[src/rtl/chan_mux_pkg.sv]
// rtl/chan_mux_pkg.sv - shared mode encodings and index-width helper for chan_scan_mux
package chan_mux_pkg;

  localparam logic MODE_MANUAL = 1'b0;
  localparam logic MODE_AUTO   = 1'b1;

  function automatic int chan_mux_idx_w(input int n);
    return (n < 2) ? 1 : $clog2(n);
  endfunction

endpackage

[src/rtl/rr_pick.sv]
// rtl/rr_pick.sv - combinational round-robin picker: rotate by ptr, priority-encode, un-rotate
module rr_pick
  import chan_mux_pkg::*;
#(
  parameter int CHANNELS = 8,
  parameter int IDX_W    = chan_mux_idx_w(CHANNELS)
) (
  input  logic [CHANNELS-1:0] i_req,
  input  logic [IDX_W-1:0]    i_ptr,
  output logic                o_found,
  output logic [IDX_W-1:0]    o_idx,
  output logic [CHANNELS-1:0] o_grant
);

  logic [CHANNELS-1:0] w_rot;
  logic [IDX_W-1:0]    w_rot_idx;

  // Modular add for operands already below CHANNELS, so one conditional subtract suffices
  // and non-power-of-2 channel counts wrap correctly.
  function automatic logic [IDX_W-1:0] wrap_add(input logic [IDX_W-1:0] a,
                                                input logic [IDX_W-1:0] b);
    logic [IDX_W:0] s;
    s = {1'b0, a} + {1'b0, b};
    if (s >= (IDX_W+1)'(CHANNELS)) s = s - (IDX_W+1)'(CHANNELS);
    return s[IDX_W-1:0];
  endfunction

  always_comb begin
    w_rot = '0;
    for (int i = 0; i < CHANNELS; i++) begin
      w_rot[i] = i_req[wrap_add(i_ptr, IDX_W'(i))];
    end
  end

  always_comb begin
    o_found   = 1'b0;
    w_rot_idx = '0;
    for (int i = CHANNELS - 1; i >= 0; i--) begin
      if (w_rot[i]) begin
        o_found   = 1'b1;
        w_rot_idx = IDX_W'(i);
      end
    end
  end

  assign o_idx = wrap_add(i_ptr, w_rot_idx);

  always_comb begin
    o_grant = '0;
    for (int i = 0; i < CHANNELS; i++) begin
      if (o_found && (o_idx == IDX_W'(i))) o_grant[i] = 1'b1;
    end
  end

endmodule

[src/rtl/chan_scan_mux.sv]
// rtl/chan_scan_mux.sv - registered N-channel mux with manual select or round-robin scan,
// valid/ready output and per-channel acknowledge pulses
module chan_scan_mux
  import chan_mux_pkg::*;
#(
  parameter int WIDTH    = 8,
  parameter int CHANNELS = 8,
  parameter int SEL_W    = chan_mux_idx_w(CHANNELS)
) (
  input  logic                      clk,
  input  logic                      rst_n,
  input  logic                      mode,
  input  logic [SEL_W-1:0]          sel,
  input  logic [CHANNELS*WIDTH-1:0] data_in,
  input  logic [CHANNELS-1:0]       ch_valid,
  output logic [CHANNELS-1:0]       ch_ack,
  output logic [WIDTH-1:0]          out_data,
  output logic [SEL_W-1:0]          out_ch,
  output logic                      out_valid,
  input  logic                      out_ready
);

  logic [WIDTH-1:0]    r_out_data;
  logic [SEL_W-1:0]    r_out_ch;
  logic                r_out_valid;
  logic [SEL_W-1:0]    r_ptr;

  logic                w_load;
  logic                w_rr_found;
  logic [SEL_W-1:0]    w_rr_idx;
  logic [CHANNELS-1:0] w_rr_grant;
  logic                w_man_hit;
  logic [CHANNELS-1:0] w_man_oh;
  logic                w_take;
  logic [SEL_W-1:0]    w_idx;
  logic [CHANNELS-1:0] w_oh;
  logic                w_cap;
  logic [WIDTH-1:0]    w_data;
  logic [SEL_W-1:0]    w_ptr_nxt;

  rr_pick #(
    .CHANNELS(CHANNELS),
    .IDX_W   (SEL_W)
  ) u_rr_pick (
    .i_req  (ch_valid),
    .i_ptr  (r_ptr),
    .o_found(w_rr_found),
    .o_idx  (w_rr_idx),
    .o_grant(w_rr_grant)
  );

  // Out-of-range selects match no channel, so they simply produce no capture.
  always_comb begin
    w_man_hit = 1'b0;
    w_man_oh  = '0;
    for (int k = 0; k < CHANNELS; k++) begin
      if (sel == SEL_W'(k)) begin
        w_man_hit   = ch_valid[k];
        w_man_oh[k] = ch_valid[k];
      end
    end
  end

  always_comb begin
    w_take = 1'b0;
    w_idx  = '0;
    w_oh   = '0;
    if (mode == MODE_AUTO) begin
      w_take = w_rr_found;
      w_idx  = w_rr_idx;
      w_oh   = w_rr_grant;
    end else begin
      w_take = w_man_hit;
      w_idx  = sel;
      w_oh   = w_man_oh;
    end
  end

  always_comb begin
    w_data = '0;
    for (int k = 0; k < CHANNELS; k++) begin
      if (w_idx == SEL_W'(k)) w_data = data_in[k*WIDTH +: WIDTH];
    end
  end

  assign w_load    = !r_out_valid || out_ready;
  assign w_cap     = w_load && w_take;
  assign ch_ack    = (rst_n && w_cap) ? w_oh : '0;
  assign w_ptr_nxt = (w_rr_idx == SEL_W'(CHANNELS - 1)) ? '0 : w_rr_idx + SEL_W'(1);

  always_ff @(posedge clk or negedge rst_n) begin
    if (!rst_n) begin
      r_out_data  <= '0;
      r_out_ch    <= '0;
      r_out_valid <= 1'b0;
      r_ptr       <= '0;
    end else if (w_load) begin
      r_out_valid <= w_take;
      if (w_take) begin
        r_out_data <= w_data;
        r_out_ch   <= w_idx;
      end
      if ((mode == MODE_AUTO) && w_rr_found) r_ptr <= w_ptr_nxt;
    end
  end

  assign out_data  = r_out_data;
  assign out_ch    = r_out_ch;
  assign out_valid = r_out_valid;

endmodule
[config.mk]
export PLATFORM = sky130hd
export DESIGN_NAME = chan_scan_mux
export DESIGN_NICKNAME = d
export VERILOG_FILES = /design/src/rtl/chan_mux_pkg.sv /design/src/rtl/rr_pick.sv /design/src/rtl/chan_scan_mux.sv
export SDC_FILE = /design/constraint.sdc
export NUM_CORES = 1
export LEC_CHECK = 0
export CORE_MARGIN = 2
export CORE_UTILIZATION = 63
export CTS_CLUSTER_SIZE = 14
export DETAILED_ROUTE_END_ITERATION = 6
export DONT_BUFFER_PORTS = 1
export MAX_ROUTING_LAYER = met4
export PLACE_DENSITY = 0.8
export SETUP_SLACK_MARGIN = 0.5
export SYNTH_ARGS = -nofsm -noshare
export SYNTH_HDL_FRONTEND = slang
export SYNTH_SLANG_ARGS = --single-unit
[constraint.sdc]
create_clock -name clk -period 5.3 [get_ports clk]
set_input_delay 1.06 -clock clk [delete_from_list [all_inputs] [get_ports clk]]
set_output_delay 1.06 -clock clk [all_outputs]
set_load 0.05 [all_outputs]
# Yosys cells after proc, flatten, opt, wreduce, memory -nomap -nowiden
# Index checks and enable logic that the tools add are counted.
[op_classes]
add_sub_neg = 18
n_reduce_logical = 18
n_shift = 0
n_mux = 77
eq_ne = 21
order_cmp = 17
bitwise_logic = 0
n_div = 0
multipliers = 0
[ops]
columns = ["op", "count"]
rows = [
  ["$mux 8", 10],
  ["$mux 3", 19],
  ["$mux 1", 40],
  ["$eq 3x3->1 const B", 12],
  ["$ge 4x4->1 const B", 8],
  ["$lt 3x4->1 const B", 8],
  ["$sub 3x1->3 const B", 9],
  ["$bmux 1 s3", 8],
  ["$eq 3x2->1 const B", 6],
  ["$add 3x3->4 const B", 4],
  ["$logic_and 1x1->1", 11],
  ["$eq 3x1->1 const B", 3],
  ["$logic_not 3->1", 3],
  ["$add 3x2->4 const B", 2],
  ["$add 3x1->4 const B", 1],
  ["$add 3x3->4", 1],
  ["$ge 3x4->1 const B", 1],
  ["$reduce_and 2->1", 2],
  ["$add 3x1->3 const B", 1],
  ["$logic_not 1->1", 1],
  ["$logic_or 1x1->1", 1],
]
[totals]
latch_bits = 0
mem_bits_ro = 0
in_bits = 79
ff_bits = 15
mem_bits_rw = 0
mem_count = 0

# Logic depth before layout (Yosys ltp)
[logic_depth]
ltp_word = 26
depth_mapped = 22

# Hierarchy
# Synthesis repeated with hierarchy kept, for this count alone.
[unflattened]
cells_unflattened = 289
area_unflattened_um2 = 2384.8
[by_module_without_submodules]
columns = ["mod", "seq_area_each_um2", "cells_per_inst", "area_per_inst_um2", "instances"]
rows = [
  ["chan_scan_mux", 375.4, 183, 1514.0, 1],
  ["rr_pick", 0.0, 106, 870.8, 1],
]

# Worst setup path before layout
# OpenSTA, ideal clock, no wires.
[synth_path]
path_kind = "reg2out"
startpoint = "reg r_ptr[0]"
endpoint = "out ch_ack[3]"
stages_incl_launch_ff = 16
path_buffers = 3
t_required_ps = 4240
setup_slack_ps = -33
t_arrival_ps = 4273
cell_sequence = "dfrtp_1 -> buf_6 -> clkinv_1 -> ha_1 -> buf_2 -> mux2_2 -> mux4_2 -> nor3_1 -> a21oi_1 -> o22a_1 -> fa_1 -> xnor2_1 -> buf_6 -> ha_1 -> a21oi_1 -> nor2_1"
[synth_via]
elab_chain_cells = 21
word_cells_on_any_way = 75
classes_between = "17 x add/sub; 9 x order compare; 1 x eq/ne; 45 x mux; 3 x reduce/logical"
[synth_rtl]
columns = ["element", "line_no", "rtl"]
rows = [
  ["start, declared", "chan_scan_mux.sv:26", "logic [SEL_W-1:0] r_ptr;"],
  ["start signal, assigned", "chan_scan_mux.sv:103", "if ((mode == MODE_AUTO) && w_rr_found) r_ptr <= w_ptr_nxt;"],
  ["$add 3x3->4", "rr_pick.sv:23", "s = {1'b0, a} + {1'b0, b};"],
  ["$ge 4x4->1 or $sub 3x1->3 (tied branches)", "rr_pick.sv:24", "if (s >= (IDX_W+1)'(CHANNELS)) s = s - (IDX_W+1)'(CHANNELS);"],
  ["$mux 3", "rr_pick.sv:24", ""],
  ["$bmux 1 s3", "rr_pick.sv:31", "w_rot[i] = i_req[wrap_add(i_ptr, IDX_W'(i))];"],
  ["$mux 1 (implied by the code)", "rr_pick.sv:31", ""],
  ["$mux 3 (8 in a row)", "rr_pick.sv:39", "if (w_rot[i]) begin"],
  ["$add 3x3->4", "rr_pick.sv:23", ""],
  ["$ge 4x4->1 or $sub 3x1->3 (tied branches)", "rr_pick.sv:24", ""],
  ["$mux 3", "rr_pick.sv:24", ""],
  ["$eq 3x2->1", "rr_pick.sv:51", "if (o_found && (o_idx == IDX_W'(i))) o_grant[i] = 1'b1;"],
  ["$logic_and 1x1->1", "rr_pick.sv:51", ""],
  ["$mux 1", "rr_pick.sv:51", ""],
  ["$mux 8", "chan_scan_mux.sv:68", "if (mode == MODE_AUTO) begin"],
  ["$mux 8 (*)", "chan_scan_mux.sv:88", "assign ch_ack = (rst_n && w_cap) ? w_oh : '0;"],
  ["end, declared", "chan_scan_mux.sv:16", "output logic [CHANNELS-1:0] ch_ack,"],
]
# Every way passes the cells marked *; elsewhere a longest branch is shown, timed or not. The select of a mux whose other input is x is not followed.

# Final worst setup path
[layout_path]
startpoint = "in ch_valid[7]"
endpoint = "out ch_ack[5]"
[layout_via]
elab_chain_cells = 18
word_cells_on_any_way = 45
classes_between = "2 x add/sub; 1 x order compare; 1 x eq/ne; 38 x mux; 3 x reduce/logical"
[layout_rtl]
columns = ["element", "line_no", "rtl"]
rows = [
  ["start, declared", "chan_scan_mux.sv:15", "input logic [CHANNELS-1:0] ch_valid,"],
  ["$bmux 1 s3", "rr_pick.sv:31", ""],
  ["$mux 1 (implied by the code)", "rr_pick.sv:31", ""],
  ["$mux 3 (8 in a row)", "rr_pick.sv:39", ""],
  ["$add 3x3->4", "rr_pick.sv:23", ""],
  ["$ge 4x4->1 or $sub 3x1->3 (tied branches)", "rr_pick.sv:24", ""],
  ["$mux 3", "rr_pick.sv:24", ""],
  ["$eq 3x3->1", "rr_pick.sv:51", ""],
  ["$logic_and 1x1->1", "rr_pick.sv:51", ""],
  ["$mux 1", "rr_pick.sv:51", ""],
  ["$mux 8", "chan_scan_mux.sv:68", ""],
  ["$mux 8 (*)", "chan_scan_mux.sv:88", ""],
]
# Marks and branches as above.

==> key figures <==
Critical path
  – Reg-to-reg setup timing slack: 0.84 ns
  – CP cell instances: mux4_2, mux2i_1, a21oi_1, nor2_1, o21ai_1, a221oi_2, ha_2, inv_2, fa_2, ha_1, nand2_1, o22a_1, nor2_4
  – Crit-path leading delay family: adder cells
  – Max FO, Critical Path: 8
  – Largest stage delay, worst path: 0.58 ns
  – CP Buf/Inv Count: 1
  – Critical path data required time: 4.24 ns
  – Setup crit start kind: primary input
  – Worst EP arrival: 3.88 ns
  – CP Class: in -> out
  – CP max stage cell: fa_2
  – Setup crit end kind: output pin

Synthesis
  – Cell area after synthesis: 2828 µm²
  – Seq/Total Area, Yosys: 0.1327
  – Post-synthesis adder-cell area fraction: 0.04690
  – Seq cells post-synth: 15
  – Synth async-reset ratio: 1.000
  – Post-synth top flop: dfrtp_1
  – Yosys warns: 0
  – Area share of and/or/nand/nor cells after synthesis: 0.2173
  – Syn_area_per_cell: 8.220 µm²
  – Largest family of logic cells by synthesized area: multiplexers
  – Post-Syn Instances: 344
  – Syn nets: 433
  – Compound-gate portion of the synthesized area: 0.1664
  – Post-synth EDFFs: 0
  – Cell variety after synth: 49
  – Xor/xnor share of the synthesized area: 0.01239
  – Mux share of post-synthesis cell area: 0.3500

Drt
  – Post-detailed-routing wire length: 7.546 mm
  – Initial DRC Count: 136
  – Avg WL per Cell: 19.20 µm
  – Vias/cell: 6.878
  – Residual DRC: 0
  – Vias: 2703
  – Pre-antenna DRT Iters: 4
  – Routed Antenna Nets: 0

Floorplanning
  – Die width: 71.00 µm
  – Total core area: 4324 µm²
  – Starting Density: 0.6539
  – Num rows: 24
  – I/O pins: 99
  – Die Height: 71.00 µm
  – Die ar.: 5040 µm²

Clock network
  – H-Tree Depth: 1
  – CTS tree: yes
  – Clock latency on the worst-skew pair: 0.25 ns
  – Worst-case clock buffer depth: 2
  – Clock sink count: 15
  – Clock root cell: clkbuf_8
  – Reg clk slew, reported paths: 0.07 ns
  – Total CTS buffers: 3

Finish
  – Leading cell type in the layout, fill and taps excluded: mux2i_1
  – Final #Nets: 431
  – Proportion of layout cells with a drive suffix above 1: 0.2141
  – ANT cells: 0
  – Post-Layout Inst Area: 3188 µm²
  – Layout Area Growth over Synthesis: 12.74%
  – Most frequent cells in the layout: 67 x mux2i_1, 34 x nor2_1, 27 x nand2_1

STA
  – Worst setup margin: 0.3617 ns
  – Slew headroom: 0.3293
  – Final Skew: 0.006135 ns
  – Setup TNS: 0 ns
  – Fin crit period: 4.938 ns
  – Final Slew Violations: 0
  – Worst Tran Pin Value: 1.001 ns
  – Final worst-path cycle share: 0.9318
  – # setup viols final: 0
  – RSZ-0062 raised after global routing: true
  – Fmax: 202.5 MHz
  – Final hold viol count: 0

Global routing
  – Gr busiest metal: met2
  – GR Util met3: 0.05840
  – All-Layer GR Usage: 0.3052
  – GR Util met2: 0.5223
  – Vias in the first global route: 2515
  – Total grt overflow: 0
  – Largest net degree at the start of global routing: 33
  – First-pass GRT wire length: 12.22 mm
  – Initial antenna violation count: 0
  – Met1 usage: 0.3749

Run status
  – Status: finished clean

Min path
  – Hold Path Class: in -> async

Placement
  – Number of I/O port buffers: 0
  – Routability cong.: 0.8805
  – Cell Area, Placed: 3048 µm²
  – Hpwl dp: 5.514 mm
  – Setup WS pre-CTS: 0.2060 ns

Job
  – Max_cap viols: 0
worst paths after layout:
path	from	to	depth (start not counted)
hold reg to reg	r_ptr[0]$_DFFE_PN0P_	r_ptr[0]$_DFFE_PN0P_	2
max in group asynchronous	rst_n	out_data[4]$_DFFE_PN0P_	0
hold / removal	rst_n	out_valid$_DFFE_PN0P_	0
setup / recovery	ch_valid[7]	ch_ack[5]	13
min in group clk	r_ptr[0]$_DFFE_PN0P_	r_ptr[0]$_DFFE_PN0P_	2
setup reg to reg	r_ptr[0]$_DFFE_PN0P_	out_data[2]$_DFFE_PN0P_	16
cell families (layout without fill, tap and decap cells):
logic type,after synthesis,count (layout)
DFF,15,15
AOI/OAI and AO/OA,65,65
adders and majority gates,10,10
and+or+nand+nor,123,123
xor gates and xnor gates,4,4
muxes,85,85
buffers and inverters,42,39
per-stage QoR:
| stage | hold WS [ns] | std cells | utilization |
|---|---|---|---|
| 2_1_floorplan | 0.7576 | 344 | - |
| 3_3_place_gp | 0.6245 | 384 | 0.7049 |
| 3_5_place_dp | 0.6259 | 384 | 0.7049 |
| 4_1_cts | 0.4971 | 393 | 0.7373 |
| 5_1_grt | 0.4852 | 393 | 0.7373 |
| 6_report | 0.4933 | 393 | 0.7373 |
routing by layer:
metal	up-vias	wire [µm]
met1	1307	2935
met5	-	0
met3	10	419
met4	0	119
li1	1281	-
met2	105	4072
area by class of cell:
| cell class | count | area, µm² |
|---|---|---|
| Clock buffer | 3 | 41.29 |
| Fill cell | 350 | 1136 |
| Multi-Input combinational cell | 287 | 2436 |
| Tap cell | 52 | 65.06 |
| Sequential cell | 15 | 375.4 |
| Timing Repair Buffer | 18 | 197.7 |
| Clock inverter | 1 | 5.005 |
| Inverter | 17 | 67.56 |
what timing repair did:
| item | in CTS | in global routing |
|---|---|---|
| endpoints found under the setup margin | 8 | 8 |
| cloned | 0 | 0 |
| gates resized for setup | 10 | 0 |
| setup buffers | 5 | 0 |
| pin swaps | 16 | 0 |
| hold buffers | 0 | 0 |
sequential cells by signal, indices dropped and copies added, names as in the netlist:
| register | cells |
|---|---|
| out_ch | 3 |
| out_data | 8 |
| r_ptr | 3 |
| out_valid | 1 |
synth_stat cells (9+ instances only):
master,instances,area (µm²)
dfrtp_1,15,375.4
nor2_1,42,157.7
clkbuf_1,10,37.54
nand3_1,19,95.09
mux4_2,10,225.2
ha_1,9,112.6
nand2_1,28,105.1
inv_1,16,60.06
mux2i_1,67,670.6
a2bb2oi_1,10,87.58
worst register-to-register path: cells and delay by family (launching register included):
kind	cells	cell delay [ns]
AOI/OAI and AO/OA	5	0.66
adders and majority gates	2	0.88
buffers and inverters	1	0.13
DFF	1	0.36
muxes	3	1.03
and+or+nand+nor	5	1.27
Power is not shown: default switching activity piles up to over one toggle a cycle in this logic, so the estimate is an artifact.
